### src/rtl/amba_axi_pkg.sv
// rtl/amba_axi_pkg.sv - AXI widths, channel structs, splitter FSM states and burst address helpers
package amba_axi_pkg;
    localparam int ID_W   = 4;
    localparam int ADDR_W = 32;
    localparam int DATA_W = 32;
    localparam int STRB_W = DATA_W / 8;
    localparam int USER_W = 1;

    localparam logic [1:0] BURST_FIXED = 2'b00;
    localparam logic [1:0] BURST_INCR  = 2'b01;
    localparam logic [1:0] BURST_WRAP  = 2'b10;
    localparam logic [1:0] RESP_OKAY   = 2'b00;
    localparam logic [1:0] RESP_EXOKAY = 2'b01;
    localparam logic [1:0] RESP_SLVERR = 2'b10;
    localparam logic [1:0] RESP_DECERR = 2'b11;

    typedef enum logic [1:0] {W_IDLE, W_BEAT, W_RESP, W_DONE} axi_wr_st_t;
    typedef enum logic [1:0] {R_IDLE, R_ADDR, R_DATA} axi_rd_st_t;

    typedef struct packed {
        logic [ID_W-1:0]   awid;
        logic [ADDR_W-1:0] awaddr;
        logic [7:0]        awlen;
        logic [2:0]        awsize;
        logic [1:0]        awburst;
        logic              awlock;
        logic [3:0]        awcache;
        logic [2:0]        awprot;
        logic [3:0]        awqos;
        logic [3:0]        awregion;
        logic [USER_W-1:0] awuser;
        logic              awvalid;
        logic [DATA_W-1:0] wdata;
        logic [STRB_W-1:0] wstrb;
        logic              wlast;
        logic [USER_W-1:0] wuser;
        logic              wvalid;
        logic              bready;
        logic [ID_W-1:0]   arid;
        logic [ADDR_W-1:0] araddr;
        logic [7:0]        arlen;
        logic [2:0]        arsize;
        logic [1:0]        arburst;
        logic              arlock;
        logic [3:0]        arcache;
        logic [2:0]        arprot;
        logic [3:0]        arqos;
        logic [3:0]        arregion;
        logic [USER_W-1:0] aruser;
        logic              arvalid;
        logic              rready;
    } s_axi_mosi_t;

    typedef struct packed {
        logic              awready;
        logic              wready;
        logic [ID_W-1:0]   bid;
        logic [1:0]        bresp;
        logic [USER_W-1:0] buser;
        logic              bvalid;
        logic              arready;
        logic [ID_W-1:0]   rid;
        logic [DATA_W-1:0] rdata;
        logic [1:0]        rresp;
        logic              rlast;
        logic [USER_W-1:0] ruser;
        logic              rvalid;
    } s_axi_miso_t;

    // OKAY/SLVERR/DECERR encodings already rank by severity once EXOKAY folds to OKAY.
    function automatic logic [1:0] merge_resp(input logic [1:0] acc, input logic [1:0] resp);
        logic [1:0] r;
        r = (resp == RESP_EXOKAY) ? RESP_OKAY : resp;
        return (r > acc) ? r : acc;
    endfunction

    function automatic logic [ADDR_W-1:0] burst_next_addr(
        input logic [ADDR_W-1:0] addr,
        input logic [2:0]        size,
        input logic [7:0]        len,
        input logic [1:0]        burst
    );
        logic [ADDR_W-1:0] step;
        logic [ADDR_W-1:0] mask;
        step = ADDR_W'(1) << size;
        mask = ((ADDR_W'(len) + ADDR_W'(1)) << size) - ADDR_W'(1);
        case (burst)
            BURST_FIXED: return addr;
            BURST_WRAP:  return (addr & ~mask) | ((addr + step) & mask);
            default:     return addr + step;
        endcase
    endfunction
endpackage

### src/rtl/axi_burst_addr_gen.sv
// rtl/axi_burst_addr_gen.sv - next beat address for FIXED/INCR/WRAP bursts
module axi_burst_addr_gen
    import amba_axi_pkg::*;
(
    input  logic [ADDR_W-1:0] addr,
    input  logic [2:0]        size,
    input  logic [7:0]        len,
    input  logic [1:0]        burst,
    output logic [ADDR_W-1:0] next_addr
);
    assign next_addr = burst_next_addr(addr, size, len, burst);
endmodule

### src/rtl/axi_burst_split.sv
// rtl/axi_burst_split.sv - splits upstream AXI bursts into single-beat downstream transactions
module axi_burst_split
    import amba_axi_pkg::*;
(
    input  logic        clk,
    input  logic        rst,
    input  s_axi_mosi_t axi_mosi_i,
    output s_axi_miso_t axi_miso_o,
    output s_axi_mosi_t axi_mosi_o,
    input  s_axi_miso_t axi_miso_i
);
    axi_wr_st_t        w_state, w_state_nxt;
    logic [ID_W-1:0]   w_id;
    logic [ADDR_W-1:0] w_addr, w_addr_nxt;
    logic [7:0]        w_len, w_beat;
    logic [2:0]        w_size, w_prot;
    logic [1:0]        w_burst, w_resp;
    logic              aw_done, w_done, aw_fire, w_fire;

    axi_rd_st_t        r_state, r_state_nxt;
    logic [ID_W-1:0]   r_id;
    logic [ADDR_W-1:0] r_addr, r_addr_nxt;
    logic [7:0]        r_len, r_beat;
    logic [2:0]        r_size, r_prot;
    logic [1:0]        r_burst;
    logic              r_fire;

    logic unused_fields;
    assign unused_fields = ^{axi_mosi_i.awlock, axi_mosi_i.awcache, axi_mosi_i.awqos,
                             axi_mosi_i.awregion, axi_mosi_i.awuser, axi_mosi_i.wlast,
                             axi_mosi_i.wuser, axi_mosi_i.arlock, axi_mosi_i.arcache,
                             axi_mosi_i.arqos, axi_mosi_i.arregion, axi_mosi_i.aruser,
                             axi_miso_i.bid, axi_miso_i.buser, axi_miso_i.rid,
                             axi_miso_i.rlast, axi_miso_i.ruser};

    axi_burst_addr_gen u_wr_addr (.addr(w_addr), .size(w_size), .len(w_len), .burst(w_burst), .next_addr(w_addr_nxt));
    axi_burst_addr_gen u_rd_addr (.addr(r_addr), .size(r_size), .len(r_len), .burst(r_burst), .next_addr(r_addr_nxt));

    always_comb begin
        axi_miso_o  = '0;
        axi_mosi_o  = '0;
        w_state_nxt = w_state;
        r_state_nxt = r_state;
        aw_fire     = 1'b0;
        w_fire      = 1'b0;
        r_fire      = 1'b0;

        axi_mosi_o.awid    = w_id;
        axi_mosi_o.awaddr  = w_addr;
        axi_mosi_o.awsize  = w_size;
        axi_mosi_o.awburst = BURST_INCR;
        axi_mosi_o.awprot  = w_prot;
        axi_mosi_o.wdata   = axi_mosi_i.wdata;
        axi_mosi_o.wstrb   = axi_mosi_i.wstrb;
        axi_mosi_o.wlast   = 1'b1;
        axi_miso_o.bid     = w_id;
        axi_miso_o.bresp   = w_resp;
        axi_mosi_o.arid    = r_id;
        axi_mosi_o.araddr  = r_addr;
        axi_mosi_o.arsize  = r_size;
        axi_mosi_o.arburst = BURST_INCR;
        axi_mosi_o.arprot  = r_prot;
        axi_miso_o.rid     = r_id;
        axi_miso_o.rdata   = axi_miso_i.rdata;
        axi_miso_o.rresp   = axi_miso_i.rresp;

        case (w_state)
            W_IDLE: begin
                axi_miso_o.awready = 1'b1;
                if (axi_mosi_i.awvalid) w_state_nxt = W_BEAT;
            end
            W_BEAT: begin
                axi_mosi_o.awvalid = !aw_done;
                axi_mosi_o.wvalid  = axi_mosi_i.wvalid && !w_done;
                axi_miso_o.wready  = axi_miso_i.wready && !w_done;
                aw_fire = !aw_done && axi_miso_i.awready;
                w_fire  = axi_mosi_o.wvalid && axi_miso_i.wready;
                if ((aw_done || aw_fire) && (w_done || w_fire)) w_state_nxt = W_RESP;
            end
            W_RESP: begin
                axi_mosi_o.bready = 1'b1;
                if (axi_miso_i.bvalid) w_state_nxt = (w_beat == w_len) ? W_DONE : W_BEAT;
            end
            default: begin
                axi_miso_o.bvalid = 1'b1;
                if (axi_mosi_i.bready) w_state_nxt = W_IDLE;
            end
        endcase

        case (r_state)
            R_IDLE: begin
                axi_miso_o.arready = 1'b1;
                if (axi_mosi_i.arvalid) r_state_nxt = R_ADDR;
            end
            R_ADDR: begin
                axi_mosi_o.arvalid = 1'b1;
                if (axi_miso_i.arready) r_state_nxt = R_DATA;
            end
            default: begin
                axi_miso_o.rvalid = axi_miso_i.rvalid;
                axi_miso_o.rlast  = (r_beat == r_len);
                axi_mosi_o.rready = axi_mosi_i.rready;
                r_fire = axi_miso_i.rvalid && axi_mosi_i.rready;
                if (r_fire) r_state_nxt = (r_beat == r_len) ? R_IDLE : R_ADDR;
            end
        endcase

        // Handshake signals stay quiet for the whole reset, not just after the first edge.
        if (!rst) begin
            axi_miso_o.awready = 1'b0;
            axi_miso_o.wready  = 1'b0;
            axi_miso_o.bvalid  = 1'b0;
            axi_miso_o.arready = 1'b0;
            axi_miso_o.rvalid  = 1'b0;
            axi_mosi_o.awvalid = 1'b0;
            axi_mosi_o.wvalid  = 1'b0;
            axi_mosi_o.bready  = 1'b0;
            axi_mosi_o.arvalid = 1'b0;
            axi_mosi_o.rready  = 1'b0;
        end
    end

    always_ff @(posedge clk) begin
        if (!rst) begin
            w_state <= W_IDLE;
            w_id    <= '0;
            w_addr  <= '0;
            w_len   <= '0;
            w_size  <= '0;
            w_burst <= '0;
            w_prot  <= '0;
            w_beat  <= '0;
            w_resp  <= RESP_OKAY;
            aw_done <= 1'b0;
            w_done  <= 1'b0;
        end else begin
            w_state <= w_state_nxt;
            case (w_state)
                W_IDLE: if (axi_mosi_i.awvalid) begin
                    w_id    <= axi_mosi_i.awid;
                    w_addr  <= axi_mosi_i.awaddr;
                    w_len   <= axi_mosi_i.awlen;
                    w_size  <= axi_mosi_i.awsize;
                    w_burst <= axi_mosi_i.awburst;
                    w_prot  <= axi_mosi_i.awprot;
                    w_beat  <= '0;
                    w_resp  <= RESP_OKAY;
                    aw_done <= 1'b0;
                    w_done  <= 1'b0;
                end
                W_BEAT: if (w_state_nxt == W_RESP) begin
                    aw_done <= 1'b0;
                    w_done  <= 1'b0;
                end else begin
                    if (aw_fire) aw_done <= 1'b1;
                    if (w_fire)  w_done  <= 1'b1;
                end
                W_RESP: if (axi_miso_i.bvalid) begin
                    w_resp <= merge_resp(w_resp, axi_miso_i.bresp);
                    if (w_beat != w_len) begin
                        w_beat <= w_beat + 8'd1;
                        w_addr <= w_addr_nxt;
                    end
                end
                default: ;
            endcase
        end
    end

    always_ff @(posedge clk) begin
        if (!rst) begin
            r_state <= R_IDLE;
            r_id    <= '0;
            r_addr  <= '0;
            r_len   <= '0;
            r_size  <= '0;
            r_burst <= '0;
            r_prot  <= '0;
            r_beat  <= '0;
        end else begin
            r_state <= r_state_nxt;
            if (r_state == R_IDLE && axi_mosi_i.arvalid) begin
                r_id    <= axi_mosi_i.arid;
                r_addr  <= axi_mosi_i.araddr;
                r_len   <= axi_mosi_i.arlen;
                r_size  <= axi_mosi_i.arsize;
                r_burst <= axi_mosi_i.arburst;
                r_prot  <= axi_mosi_i.arprot;
                r_beat  <= '0;
            end else if (r_fire && r_beat != r_len) begin
                r_beat <= r_beat + 8'd1;
                r_addr <= r_addr_nxt;
            end
        end
    end
endmodule
### config.mk
export PLATFORM = sky130hd
export DESIGN_NAME = axi_burst_split
export DESIGN_NICKNAME = d
export VERILOG_FILES = /design/src/rtl/amba_axi_pkg.sv /design/src/rtl/axi_burst_addr_gen.sv /design/src/rtl/axi_burst_split.sv
export SDC_FILE = /design/constraint.sdc
export NUM_CORES = 1
export LEC_CHECK = 0
export CAP_MARGIN = 20
export CORE_MARGIN = 2
export CORE_UTILIZATION = 35
export DETAILED_ROUTE_END_ITERATION = 16
export PLACE_DENSITY = 0.75
export SLEW_MARGIN = 10
export SYNTH_ARGS = -nofsm -noshare
export SYNTH_HDL_FRONTEND = slang
export SYNTH_SLANG_ARGS = --single-unit
### constraint.sdc
create_clock -name clk -period 3.95 [get_ports clk]
set_input_delay 0.79 -clock clk [delete_from_list [all_inputs] [get_ports clk]]
set_output_delay 0.79 -clock clk [all_outputs]
set_load 0.1 [all_outputs]
-- Yosys cells after proc, flatten, opt, wreduce, memory -nomap -nowiden
Index checks and enable logic that the tools add are counted.
- bits in read-only memories: 0
- register bits: 128
- output and inout bits: 227
- bits of input ports: 229
- memories: 0
- RAM bits: 0
- bits in latches: 0
- shift-type cells: 4
- reductions and logical operators: 31
- equal/unequal tests: 21
- bitwise logic cells: 9
- muxes and demuxes: 55
- $add $sub $neg: 8
- magnitude comparators: 1
- divide/modulo/power cells: 0
- multipliers: 0
- operators by type and width (kind ; number):
    $pmux 32 s2 ; 3
    $mux 32 ; 5
    $and 32x32->32 ; 4
    $add 32x32->32 ; 2
    $not 32->32 ; 2
    $or 32x32->32 ; 2
    $shl 1x3->32 const A ; 2
    $shl 32x3->32 ; 2
    $sub 32x1->32 const B ; 2
    $mux 2 ; 16
    $mux 8 ; 3
    $mux 1 ; 22
    $add 8x1->9 const B ; 2
    $add 8x1->8 const B ; 2
    $eq 8x8->1 ; 2
    $ne 2x2->1 const B ; 8
    $ne 8x8->1 ; 2
    $pmux 8 s2 ; 1
    $reduce_and 3->1 ; 3
    $eq 2x2->1 const B ; 4
    $logic_and 1x1->1 ; 8
    $logic_not 2->1 ; 4
    $pmux 2 s2 ; 2
    $reduce_and 4->1 ; 2
    14 further kinds ; 24

-- Longest topological paths before layout
- depth after elaboration: 10
- gate-level depth with buffers: 17

-- Cells and area by module
Synthesis repeated with hierarchy kept, for this count alone.
- cells, all modules: 1496
- area, all modules: 11546.1 um^2
- by module, submodules not included (module ; area an instance (um^2) ; seq. area each (um^2) ; times used ; cells an instance):
    axi_burst_split ; 6737.7 ; 2562.5 ; 1 ; 777
    axi_burst_addr_gen at u_rd_addr ; 2503.7 ; 0.0 ; 1 ; 380
    axi_burst_addr_gen at u_wr_addr ; 2304.7 ; 0.0 ; 1 ; 339

-- Least setup slack after synthesis
No wires, ideal clock.
- path type: in2out
- start: input rst
- end: output axi_miso_o[50] (netlist name)
- required time: 3.160 ns
- arrival: 4.280 ns
- setup slack: -1.120 ns
- stages: 3
- cells stage by stage: clkbuf_1 nand2_1 nor4b_1
- RTL lines (item ; line ; text):
    start: declaration ; axi_burst_split.sv:6 ; input logic rst,
    end: declaration ; axi_burst_split.sv:8 ; output s_axi_miso_t axi_miso_o,

==> metrics.cfg <==
[outcome]
status=finished clean

[global_route]
grt_start_max_net_pins=52
grt_pass1_wl_um=54930
grt_use_total_pct=21.88
antenna_found_initial=0
grt_overflow=0
grt_pass1_vias=10312

[sta]
rsz0062_at_grt=no
hold_violations=0
post-route-period-util_pct=91.93
finalSetupViolCount=0
skew_ns=0.01287
slew_viol_final=0
tightestPinTransition_ns=1.142
fmax_mhz=275.4
fin_ws_ns=0.3188
slew-limit-headroom_pct=23.62
fin_crit_ns=3.631

[placed_design]
portBuffers=222
placed_cells=1933
gp_congestion=0.9159
dp_hpwl_um=27270
place_ws_ns=0.4025

[drt]
ant_nets=0
drc=0
post_drt_wl_per_cell_um=17.99
first_pass_iters=5
drt_iter0_drc=749
routed_wl_um=35330
vias_per_cell=5.552
via_count=10904

[critical_path]
end_kind=flop
criticalPathCategory=flop to flop
start_kind=flop
cp_max_fo=8
required_ns=4.29
crit_arrival_ns=3.97

[synth]
ys_warn_count=0
synthCells=1447
synth-seq-cells=128
synth_flop_cell=dfxtp_1
synth_edf_count=0
synth_area_sq_um=10560
async_flop_share_pct=0
seq_area_frac_synth_pct=24.26
synth_area_per_cell_sq_um=7.299
yosysUniqueCellTypes=100

[die]
die_h_um=177.7
die_area_sq_um=31580
initial_utilization_pct=35.63
pin_count=456
rows=63
core_sq_um=29640
die_x_um=177.7

[finish]
antenna_cells=0
drive_above_1_share_pct=8.831
final_util_pct=44.06
area_growth_syn_to_layout_pct=23.63
fillers=2979
fin_cells=1964
final_nets=1819

[cts]
clock_sinks=128
cts_root_buffer=clkbuf_16
numCtsBuffers=17
tritoncts=done
cts_htree_levels=4
clock_path_buffers=2
post_cts.repair.setup_buffers=0
clk_pin_slew_ns=0.07
clock_latency_ns=0.43

[power]
p_total_mw=5.403
p_leak_nw=4.979
peakVddDrop_mv=0.2740
p_per_area_nw_per_um2=413.8

[job]
cap_violations=0

[hold_path]
hp-class=flop to flop

==> cells in the mapped netlist, types with 6 or more instances <==
library cell,count,area share (%)
o211a_1,7,0.66
o211ai_1,15,1.1
and3_1,19,1.1
nor4_1,8,0.47
ha_1,26,3.1
o22ai_1,7,0.41
nor3_1,28,1.3
nand3_1,52,2.5
a21o_1,13,0.92
o21ai_1,6,0.28
clkbuf_1,57,2.0
dfxtp_1,128,24
buf_2,16,0.76
a21oi_1,141,6.7
a311oi_1,9,0.75
xnor2_1,43,3.6
xor2_1,40,3.3
nor2b_1,14,0.83
nor2_1,130,4.6
buf_1,6,0.21
o221ai_1,6,0.50
a31oi_1,21,1.2
nand4_1,16,0.95
o31ai_1,11,0.78
or2_2,9,0.53
and2_1,12,0.71
nand2b_1,19,1.1
a211oi_1,26,1.8
o21ai_0,60,2.8
or3_1,16,0.95
and4_1,7,0.58
mux2i_1,13,1.2
nand2_1,180,6.4
buf_4,135,9.6
inv_1,31,1.1
==> critical path, cell delays in order (launching register included) <==
cell	delay [ns]
dfxtp_1	0.51
nand3_1	0.18
xor2_1	0.39
o2111ai_1	0.28
or4_1	0.55
a21oi_1	0.32
and2_1	0.23
and4b_1	0.23
ha_1	0.17
o211ai_1	0.09
nor3_1	0.26
xnor2_1	0.10
a211oi_1	0.23
==> what timing repair did <==
item | 4_1_cts | 5_1_grt
setup endpoints to repair | 0 | 2
hold buffers | 0 | 0
resized for setup | 0 | 3
==> through the flow <==
stage / setup TNS [ns] / instance area, sq um / hold WS [ns]
5_1_grt: 0 / 13060 / 0.4810
2_1_floorplan: -2.255 / 10760 / 0.4529
4_1_cts: 0 / 13050 / 0.4624
3_5_place_dp: 0 / 12480 / 0.4530
3_3_place_gp: 0 / 12480 / 0.4439
6_report: 0 / 13060 / 0.4597
==> logic make-up after synthesis <==
kind of cell	count (synthesis)	share of synthesized area, %
multiplexers	17	1.658
AND/OR/NAND/NOR	543	24.99
flip-flops	128	24.26
other	2	0.07111
buffers and inverters	249	13.85
AO/OA/AOI/OAI	396	24.68
XOR/XNOR	84	7.037
adder cells (fa/ha/maj)	28	3.459
==> final timing paths <==
check	cells past startpoint	startpoint	end	slack (ns)
setup / recovery	12	r_len[0]	flop	0.32
hold / removal	2	w_prot[0]	w_prot[0]	0.46
setup reg to reg	12	r_len[0]	flop	0.32
hold reg to reg	2	w_prot[0]	w_prot[0]	0.46
==> layout make-up <==
class | instances | area (sq um) | share of cell area [%]
inverters | 34 | 127.6 | 0.9774
repair buffers | 261 | 2560 | 19.61
well taps | 390 | 488.0 | 3.737
clock buffers | 17 | 425.4 | 3.258
multi-input cells | 1120 | 6748 | 51.68
flip-flops and latches | 128 | 2565 | 19.64
clock inverters | 14 | 143.9 | 1.102
==> placed cells by master, fill, tap and decap left out, types with 40 or more instances in the layout <==
cell / count
nand2_1: 180
clkdlybuf4s50_1: 206
nand3_1: 52
buf_4: 47
xnor2_1: 43
o21ai_0: 60
xor2_1: 40
nor2_1: 129
dfxtp_1: 126
a21oi_1: 141
conb_1: 52
==> report_power, final <==
group	total, mW	leakage [nW]	internal [mW]	switching (mW)
clock	1.59	0.267	0.923	0.667
sequential	1.58	1.05	1.41	0.170
combinational	2.24	3.66	0.632	1.61
total	5.40	4.98	2.96	2.44
==> metal layers <==
layer | part of all wire (%) | vias to the layer above | GRT usage [%]
li1 | - | 5209 | -
met2 | 46 | 478 | 35.19
met5 | 0 | - | 0
met3 | 7.3 | 75 | 3.813
met4 | 3.0 | 0 | 9.153
met1 | 44 | 5142 | 28.79
(Power assumes the default switching activity.)
